## src/rtl/mw_wb_pipe_if.sv

```systemverilog
// mw_wb_pipe_if: MEM/WB bundle bus carrying the input handshake, output handshake and flush
interface mw_wb_pipe_if #(
  parameter int LANES = 2,
  parameter int DATA_W = 32,
  parameter int REG_W = 5
);
  logic flush;
  logic in_valid;
  logic in_ready;
  logic [LANES-1:0] in_lane_valid;
  logic [LANES-1:0] in_memtoreg;
  logic [LANES-1:0] in_regwrite;
  logic [LANES*DATA_W-1:0] in_alu_result;
  logic [LANES*DATA_W-1:0] in_read_data;
  logic [LANES*REG_W-1:0] in_write_reg;
  logic out_valid;
  logic out_ready;
  logic [LANES-1:0] out_lane_valid;
  logic [LANES-1:0] out_regwrite;
  logic [LANES*REG_W-1:0] out_write_reg;
  logic [LANES*DATA_W-1:0] out_wb_data;
  logic [1:0] occupancy;
  modport master (
    output flush, in_valid, in_lane_valid, in_memtoreg, in_regwrite, in_alu_result,
           in_read_data, in_write_reg, out_ready,
    input  in_ready, out_valid, out_lane_valid, out_regwrite, out_write_reg, out_wb_data,
           occupancy
  );
  modport slave (
    input  flush, in_valid, in_lane_valid, in_memtoreg, in_regwrite, in_alu_result,
           in_read_data, in_write_reg, out_ready,
    output in_ready, out_valid, out_lane_valid, out_regwrite, out_write_reg, out_wb_data,
           occupancy
  );
endinterface

```

## src/rtl/mw_wb_pipe.sv

```systemverilog
// mw_wb_pipe: multi-lane MEM/WB stage with valid/ready, flush and optional skid buffer (MW_WB_SKID_EN)
module mw_wb_pipe #(
  parameter int LANES = 2,
  parameter int DATA_W = 32,
  parameter int REG_W = 5
) (
  input logic clk,
  input logic reset_n,
  mw_wb_pipe_if.slave bus
);
  logic [LANES-1:0] c_rw, m_lv, m_rw, s_lv, s_rw;
  logic [LANES*DATA_W-1:0] c_wd, m_wd, s_wd;
  logic [LANES*REG_W-1:0] m_wr, s_wr;
  logic m_valid, s_valid, accept, drain, ld_new, ld_skid;
  always_comb begin
    c_wd = '0;
    c_rw = '0;
    for (int i = 0; i < LANES; i++) begin
      c_wd[i*DATA_W +: DATA_W] = bus.in_memtoreg[i] ? bus.in_read_data[i*DATA_W +: DATA_W]
                                                    : bus.in_alu_result[i*DATA_W +: DATA_W];
      c_rw[i] = bus.in_regwrite[i] & bus.in_lane_valid[i] & |bus.in_write_reg[i*REG_W +: REG_W];
      for (int j = i + 1; j < LANES; j++)
        c_rw[i] = (bus.in_lane_valid[j] & bus.in_regwrite[j] &
                   (bus.in_write_reg[j*REG_W +: REG_W] == bus.in_write_reg[i*REG_W +: REG_W]))
                  ? 1'b0 : c_rw[i];
    end
  end
  assign drain = m_valid && bus.out_ready;
  assign accept = bus.in_valid && bus.in_ready && !bus.flush;
  assign ld_new = accept && (!m_valid || drain);
`ifdef MW_WB_SKID_EN
  logic rdy_q, sk_load;
  assign bus.in_ready = rdy_q;
  assign ld_skid = s_valid && drain;
  assign sk_load = accept && m_valid && !drain;
  always_ff @(posedge clk or negedge reset_n)
    if (!reset_n) begin
      rdy_q <= 1'b1;
      s_valid <= 1'b0;
      s_lv <= '0;
      s_rw <= '0;
      s_wr <= '0;
      s_wd <= '0;
    end else if (bus.flush) begin
      rdy_q <= 1'b1;
      s_valid <= 1'b0;
    end else begin
      rdy_q <= !(sk_load || (s_valid && !drain));
      s_valid <= sk_load || (s_valid && !drain);
      if (sk_load) begin
        s_lv <= bus.in_lane_valid;
        s_rw <= c_rw;
        s_wr <= bus.in_write_reg;
        s_wd <= c_wd;
      end
    end
`else
  assign bus.in_ready = !m_valid || bus.out_ready;
  assign ld_skid = 1'b0;
  assign s_valid = 1'b0;
  assign s_lv = '0;
  assign s_rw = '0;
  assign s_wr = '0;
  assign s_wd = '0;
`endif
  always_ff @(posedge clk or negedge reset_n)
    if (!reset_n) begin
      m_valid <= 1'b0;
      m_lv <= '0;
      m_rw <= '0;
      m_wr <= '0;
      m_wd <= '0;
    end else if (bus.flush) begin
      m_valid <= 1'b0;
    end else begin
      m_valid <= ld_new || ld_skid || (m_valid && !drain);
      if (ld_new || ld_skid) begin
        m_lv <= ld_skid ? s_lv : bus.in_lane_valid;
        m_rw <= ld_skid ? s_rw : c_rw;
        m_wr <= ld_skid ? s_wr : bus.in_write_reg;
        m_wd <= ld_skid ? s_wd : c_wd;
      end
    end
  assign bus.out_valid = m_valid;
  assign bus.out_lane_valid = m_lv;
  assign bus.out_regwrite = m_rw & {LANES{m_valid}};
  assign bus.out_write_reg = m_wr;
  assign bus.out_wb_data = m_wd;
  assign bus.occupancy = {s_valid, m_valid & ~s_valid};
endmodule
```

## src/flat_wrapper.sv

```systemverilog
// flat-port wrapper written by rule: the top's interface ports become plain ports
module mw_wb_pipe_flat 
#(
  parameter int LANES = 2,
  parameter int DATA_W = 32,
  parameter int REG_W = 5
)
  (clk, reset_n, bus_flush, bus_in_valid, bus_in_lane_valid, bus_in_memtoreg, bus_in_regwrite, bus_in_alu_result, bus_in_read_data, bus_in_write_reg, bus_out_ready, bus_in_ready, bus_out_valid, bus_out_lane_valid, bus_out_regwrite, bus_out_write_reg, bus_out_wb_data, bus_occupancy);
  mw_wb_pipe_if #(.LANES(LANES), .DATA_W(DATA_W), .REG_W(REG_W)) bus_i ();
  input logic clk;
  input logic reset_n;
  input wire logic [$bits(bus_i.flush)-1:0] bus_flush;
  input wire logic [$bits(bus_i.in_valid)-1:0] bus_in_valid;
  input wire logic [$bits(bus_i.in_lane_valid)-1:0] bus_in_lane_valid;
  input wire logic [$bits(bus_i.in_memtoreg)-1:0] bus_in_memtoreg;
  input wire logic [$bits(bus_i.in_regwrite)-1:0] bus_in_regwrite;
  input wire logic [$bits(bus_i.in_alu_result)-1:0] bus_in_alu_result;
  input wire logic [$bits(bus_i.in_read_data)-1:0] bus_in_read_data;
  input wire logic [$bits(bus_i.in_write_reg)-1:0] bus_in_write_reg;
  input wire logic [$bits(bus_i.out_ready)-1:0] bus_out_ready;
  output wire logic [$bits(bus_i.in_ready)-1:0] bus_in_ready;
  output wire logic [$bits(bus_i.out_valid)-1:0] bus_out_valid;
  output wire logic [$bits(bus_i.out_lane_valid)-1:0] bus_out_lane_valid;
  output wire logic [$bits(bus_i.out_regwrite)-1:0] bus_out_regwrite;
  output wire logic [$bits(bus_i.out_write_reg)-1:0] bus_out_write_reg;
  output wire logic [$bits(bus_i.out_wb_data)-1:0] bus_out_wb_data;
  output wire logic [$bits(bus_i.occupancy)-1:0] bus_occupancy;
  assign bus_i.flush = bus_flush;
  assign bus_i.in_valid = bus_in_valid;
  assign bus_i.in_lane_valid = bus_in_lane_valid;
  assign bus_i.in_memtoreg = bus_in_memtoreg;
  assign bus_i.in_regwrite = bus_in_regwrite;
  assign bus_i.in_alu_result = bus_in_alu_result;
  assign bus_i.in_read_data = bus_in_read_data;
  assign bus_i.in_write_reg = bus_in_write_reg;
  assign bus_i.out_ready = bus_out_ready;
  assign bus_in_ready = bus_i.in_ready;
  assign bus_out_valid = bus_i.out_valid;
  assign bus_out_lane_valid = bus_i.out_lane_valid;
  assign bus_out_regwrite = bus_i.out_regwrite;
  assign bus_out_write_reg = bus_i.out_write_reg;
  assign bus_out_wb_data = bus_i.out_wb_data;
  assign bus_occupancy = bus_i.occupancy;
  mw_wb_pipe #(.LANES(LANES), .DATA_W(DATA_W), .REG_W(REG_W)) u_core (.clk(clk), .reset_n(reset_n), .bus(bus_i));
endmodule
```

## config.mk

```make
export PLATFORM = sky130hd
export DESIGN_NAME = mw_wb_pipe_flat
export DESIGN_NICKNAME = d
export VERILOG_FILES = /design/src/rtl/mw_wb_pipe_if.sv /design/src/rtl/mw_wb_pipe.sv /design/src/flat_wrapper.sv
export SDC_FILE = /design/constraint.sdc
export NUM_CORES = 1
export LEC_CHECK = 0
export BUFFER_PORTS_ARGS = -buffer_cell sky130_fd_sc_hd__buf_2
export CORE_AREA = 10 10 107 109
export DETAILED_ROUTE_END_ITERATION = 10
export DIE_AREA = 0 0 117 119
export PLACE_DENSITY = 0.81
export SETUP_SLACK_MARGIN = 0.2
export SLEW_MARGIN = 10
export SYNTH_ARGS = -nofsm -noshare
export SYNTH_HDL_FRONTEND = slang
export SYNTH_SLANG_ARGS = --single-unit
```

## constraint.sdc

```tcl
create_clock -name clk -period 2.9 [get_ports clk]
set_clock_uncertainty 0.1 [all_clocks]
set_input_delay 0.145 -clock clk [delete_from_list [all_inputs] [get_ports clk]]
set_output_delay 0.145 -clock clk [all_outputs]
set_load 0.03 [all_outputs]
```

Word-level counts from Yosys, hierarchy flattened
Cells that the tools add are included.
Storage, ports and cells
  bits in registers: 79
  bits in latches: 0
  RAM bits: 0
  ROM bits: 0
  bits of input ports: 149
  output and inout bits: 82
  word-level logic and storage cells: 31
  memories: 0
Cells by class
  add/subtract/negate cells: 0
  multiply operators: 0
  div/mod/pow operators: 0
  $lt $le $gt $ge: 0
  equality and inequality tests: 1
  shift-type cells: 0
  multiplexer cells: 4
  bitwise logic cells: 7
  reductions and logical operators: 14
Operator list (count)
  32-bit 2-to-1 mux: 2
  5-bit OR reduction: 2
  1-bit bitwise AND: 5
  5-bit == test: 1
  1-bit logical AND: 5
  1-bit logical NOT: 3
  1-bit logical OR: 3
  2-bit bitwise AND: 1
  1-bit 2-to-1 mux: 2
  2-bit AND reduction: 1
  1-bit NOT: 1

Depth between registers and ports, before layout
  word-level depth: 7
  gate-level depth with buffers: 6
  gate-level depth less buffers: 4

Worst setup path before layout
No wires, ideal clock.
  path kind: register -> register
  from: reg u_core.m_valid, in the netlist u_core.bus.out_valid
  to: reg u_core.m_lv[1], in the netlist u_core.bus.out_lane_valid[1]
  setup time: 0.125 ns
  arrival time: 1.425 ns
  path slack: 1.250 ns
  cell stages (with the launch flop): 6
  buffers on the path: 2
  cells stage by stage: dfrtp_1 -> nor2b_4 -> nor3b_2 -> buf_6 -> buf_6 -> mux2_2
On the way
  longest elaborated chain between the ends: 6
RTL lines
  from (decl): line mw_wb_pipe.sv:14  | logic m_valid, s_valid, accept, drain, ld_new, ld_skid;
  from (signal assigned): line mw_wb_pipe.sv:76  | m_valid <= ld_new || ld_skid || (m_valid && !drain);
  1-bit logical NOT: line mw_wb_pipe.sv:30, mw_wb_pipe.sv:58
  1-bit logical OR: line mw_wb_pipe.sv:58  | assign bus.in_ready = !m_valid || bus.out_ready;
  1-bit logical AND (2 in a row): line mw_wb_pipe.sv:29  | assign accept = bus.in_valid && bus.in_ready && !bus.flush;
  1-bit logical AND (*): line mw_wb_pipe.sv:30  | assign ld_new = accept && (!m_valid || drain);
  2-bit AND reduction (no source line) (*)
  to (signal assigned): line mw_wb_pipe.sv:78  | m_lv <= ld_skid ? s_lv : bus.in_lane_valid;
  to (decl): line mw_wb_pipe.sv:11  | logic [LANES-1:0] c_rw, m_lv, m_rw, s_lv, s_rw;
Every way passes the cells marked *; elsewhere a longest branch is shown, timed or not.
A chain may end at the register's enable or synchronous reset.

Final worst setup path
  from: reg u_core.m_valid, in the netlist u_core.bus.out_valid
  to: reg u_core.m_wr[5], in the netlist u_core.bus.out_write_reg[5]
On the way
  longest elaborated chain between the ends: 6
RTL lines
  1-bit logical NOT: line mw_wb_pipe.sv:30, mw_wb_pipe.sv:58
  1-bit logical OR: line mw_wb_pipe.sv:58
  1-bit logical AND (2 in a row): line mw_wb_pipe.sv:29
  1-bit logical AND (*): line mw_wb_pipe.sv:30
  2-bit AND reduction (no source line) (*)
  to (signal assigned): line mw_wb_pipe.sv:80  | m_wr <= ld_skid ? s_wr : bus.in_write_reg;
  to (decl): line mw_wb_pipe.sv:13  | logic [LANES*REG_W-1:0] m_wr, s_wr;
Marks and branches as above.

==> flow_summary.toml <==
[die]
io_pins = 231
die-width_microns = 117
die_h_microns = 119
initial_core_util_pct = 38.5
core_area_sq_um = 9460
die-area_sq_um = 13900
rows = 36

[detailed_routing]
routed.top_layer = "met4"
ant_nets = 0
routed_wl_microns = 12300
wl_per_cell_microns = 16.8
drcViolationCount = 0
drtPass1Iterations = 5
wl_met3_microns = 1390
wl_met2_microns = 6330
drtIter0Drc = 182
vias_per_cell = 4.73
m1WireLength_microns = 4460
via_count = 3466

[pwr]
ir_worst_vdd_mv = 0.267
p_leak_nw = 2.81
totalPowerFinal_mw = 3.29
powerDensity_nw_per_um2 = 585

[setup_path]
critPathCaptureType = "flip-flop"
start_kind = "flip-flop"
cp_max_fo = 66
cp.required_ns = 3.02
critPathKind = "flip-flop to flip-flop"
cp_data_arrival_time_ns = 2.05

[timing]
relSlewSlack_pct = 33.8
fin_crit_sh_pct = 66.5
final_hold_viol_count = 0
setup_viol = 0
worst_pin_slew_ns = 0.993
tns_ns = 0
finalMaxSlewViolations = 0
max_freq_mhz = 518
rsz0062_at_grt = "no"
fin_crit_ns = 1.93

[cts]
cts_made_buffers = 9
cts_root_buf = "clkbuf_8"
post_cts_buffers = 0
htreeDepth = 3
clkSlewWorstSetupHoldPaths_ns = 0.08
cts_tree = "done"
cts_hold_buf = 62
worstSkewPairLatency_ns = 0.33
ctsResizeCount = 0
clock_path_buffers = 2
cts_sinks = 79

[grt]
grt_pass1_vias = 3812
grt_usage_pct = 16.8
grt_max_degree = 80
antenna_found_initial = 1
grt_pass1_wl_microns = 18700
overflow = 0

[cells_and_area]
synthToLayoutAreaGrowth_pct = 54.1
largest_reg_flops = 64
mostFrequentLayoutCells = "228 x buf_2, 79 x dfrtp_1, 67 x nor2_1"
final_common_cell = "buf_2"
final_layout_size_suffix_gt1_share_pct = 42.3
nets = 761
fin_util_pct = 59.4

[yosys]
synth_cell_type_count = 20
synthesis.area_sq_um = 3650
netlist_instances = 333
yosysWarnings = 0
syn_nets = 482
synth-seq-cells = 79
syn_area_per_cell_sq_um = 10.9
yosys.area.top_type = "dfrtp_1"
synth_top_area_share_pct = 54.2
yosysSeqAreaShare_pct = 54.2
synth_area_leaders = "dfrtp_1 54%, mux2i_1 18%, a21oi_1 8.8%"

[place]
gp_congestion = 0.737
dp_hpwl_microns = 8600
numPortBuffers = 229

[hold_path]
min_path_type = "input pin to flip-flop"

[outcome]
outcome = "finished, final reports clean"

[flow_run]
maxCapViolations = 0
## Yosys cell counts
master / n
dfrtp_1: 79
nor2_1: 67
a21oi_1: 64
mux2i_1: 64
buf_2: 15
mux2_2: 12
buf_4: 8
xnor2_1: 5
buf_6: 3
inv_1: 3
and2_1: 2
o2111ai_1: 2
or4_1: 2
conb_1: 1
nand3_1: 1
nand4_1: 1
nor2b_4: 1
nor3b_2: 1
o21ai_0: 1
o22ai_1: 1
## path summary, 6_finish.rpt
kind	endpoint	slack, ns	from	depth (start not counted)
max in group asynchronous	u_core.bus.out_wb_data[14]$_DFFE_PN0P_	1.63	reset_n	2
worst min register to register	u_core.bus.out_write_reg[8]$_DFFE_PN0P_	0.40	u_core.bus.out_write_reg[8]$_DFFE_PN0P_	1
worst max-delay path	u_core.bus.out_write_reg[5]$_DFFE_PN0P_	0.97	u_core.bus.out_valid$_DFF_PN0_	4
worst max register to register	u_core.bus.out_write_reg[5]$_DFFE_PN0P_	0.97	u_core.bus.out_valid$_DFF_PN0_	4
min in group asynchronous	u_core.bus.out_wb_data[2]$_DFFE_PN0P_	0.40	reset_n	2
worst min-delay path	u_core.bus.out_wb_data[37]$_DFFE_PN0P_	0.01	bus_in_read_data[37]	3
## power by group
group | leakage (nW) | internal (mW) | switching, mW
registers | 0.883 | 1.28 | 0.0908
logic | 1.83 | 0.403 | 0.694
clock network | 0.0916 | 0.420 | 0.402
## cell families after synthesis
group | count (synthesis) | synth area share [%]
xor+xnor | 5 | 1.20
flops | 79 | 54.2
buf+inv | 29 | 4.94
compound gates | 68 | 9.57
other cells | 1 | 0.103
mux | 76 | 21.3
simple gates | 75 | 8.68
## through the flow
stage	instances	cell area, sq um	setup slack [ns]	hold WS (ns)
floorplan	333	3650	1.25	-0.251
global placement	653	4800	1.05	0.246
detailed placement	653	4800	1.01	0.253
CTS	731	5620	0.998	0.000109
global route	732	5620	0.861	0.00976
finish	732	5620	0.970	0.0134
## cell type report
cell class,instances,area (sq um)
Clock buffer,11,141
Fill cell,776,3840
Inverter,3,11.3
Sequential cell,79,1980
Antenna cell,1,2.50
Clock inverter,5,57.6
Tap cell,114,143
Timing Repair Buffer,294,1790
Multi-Input combinational cell,225,1500
## layer usage
layer | track usage (%) | up-vias
met5 | 0 | -
met4 | 4.17 | 0
met3 | 7.68 | 8
met2 | 30.6 | 154
met1 | 16.7 | 1604
li1 | - | 1700
## critical path: stages (launching register included)
cell and delay (ns):
dfrtp_1 0.41, nor2b_4 0.16, nor3b_4 0.18, buf_4 0.54, mux2_2 0.41
Note: power is estimated with default switching activity, not from simulation.
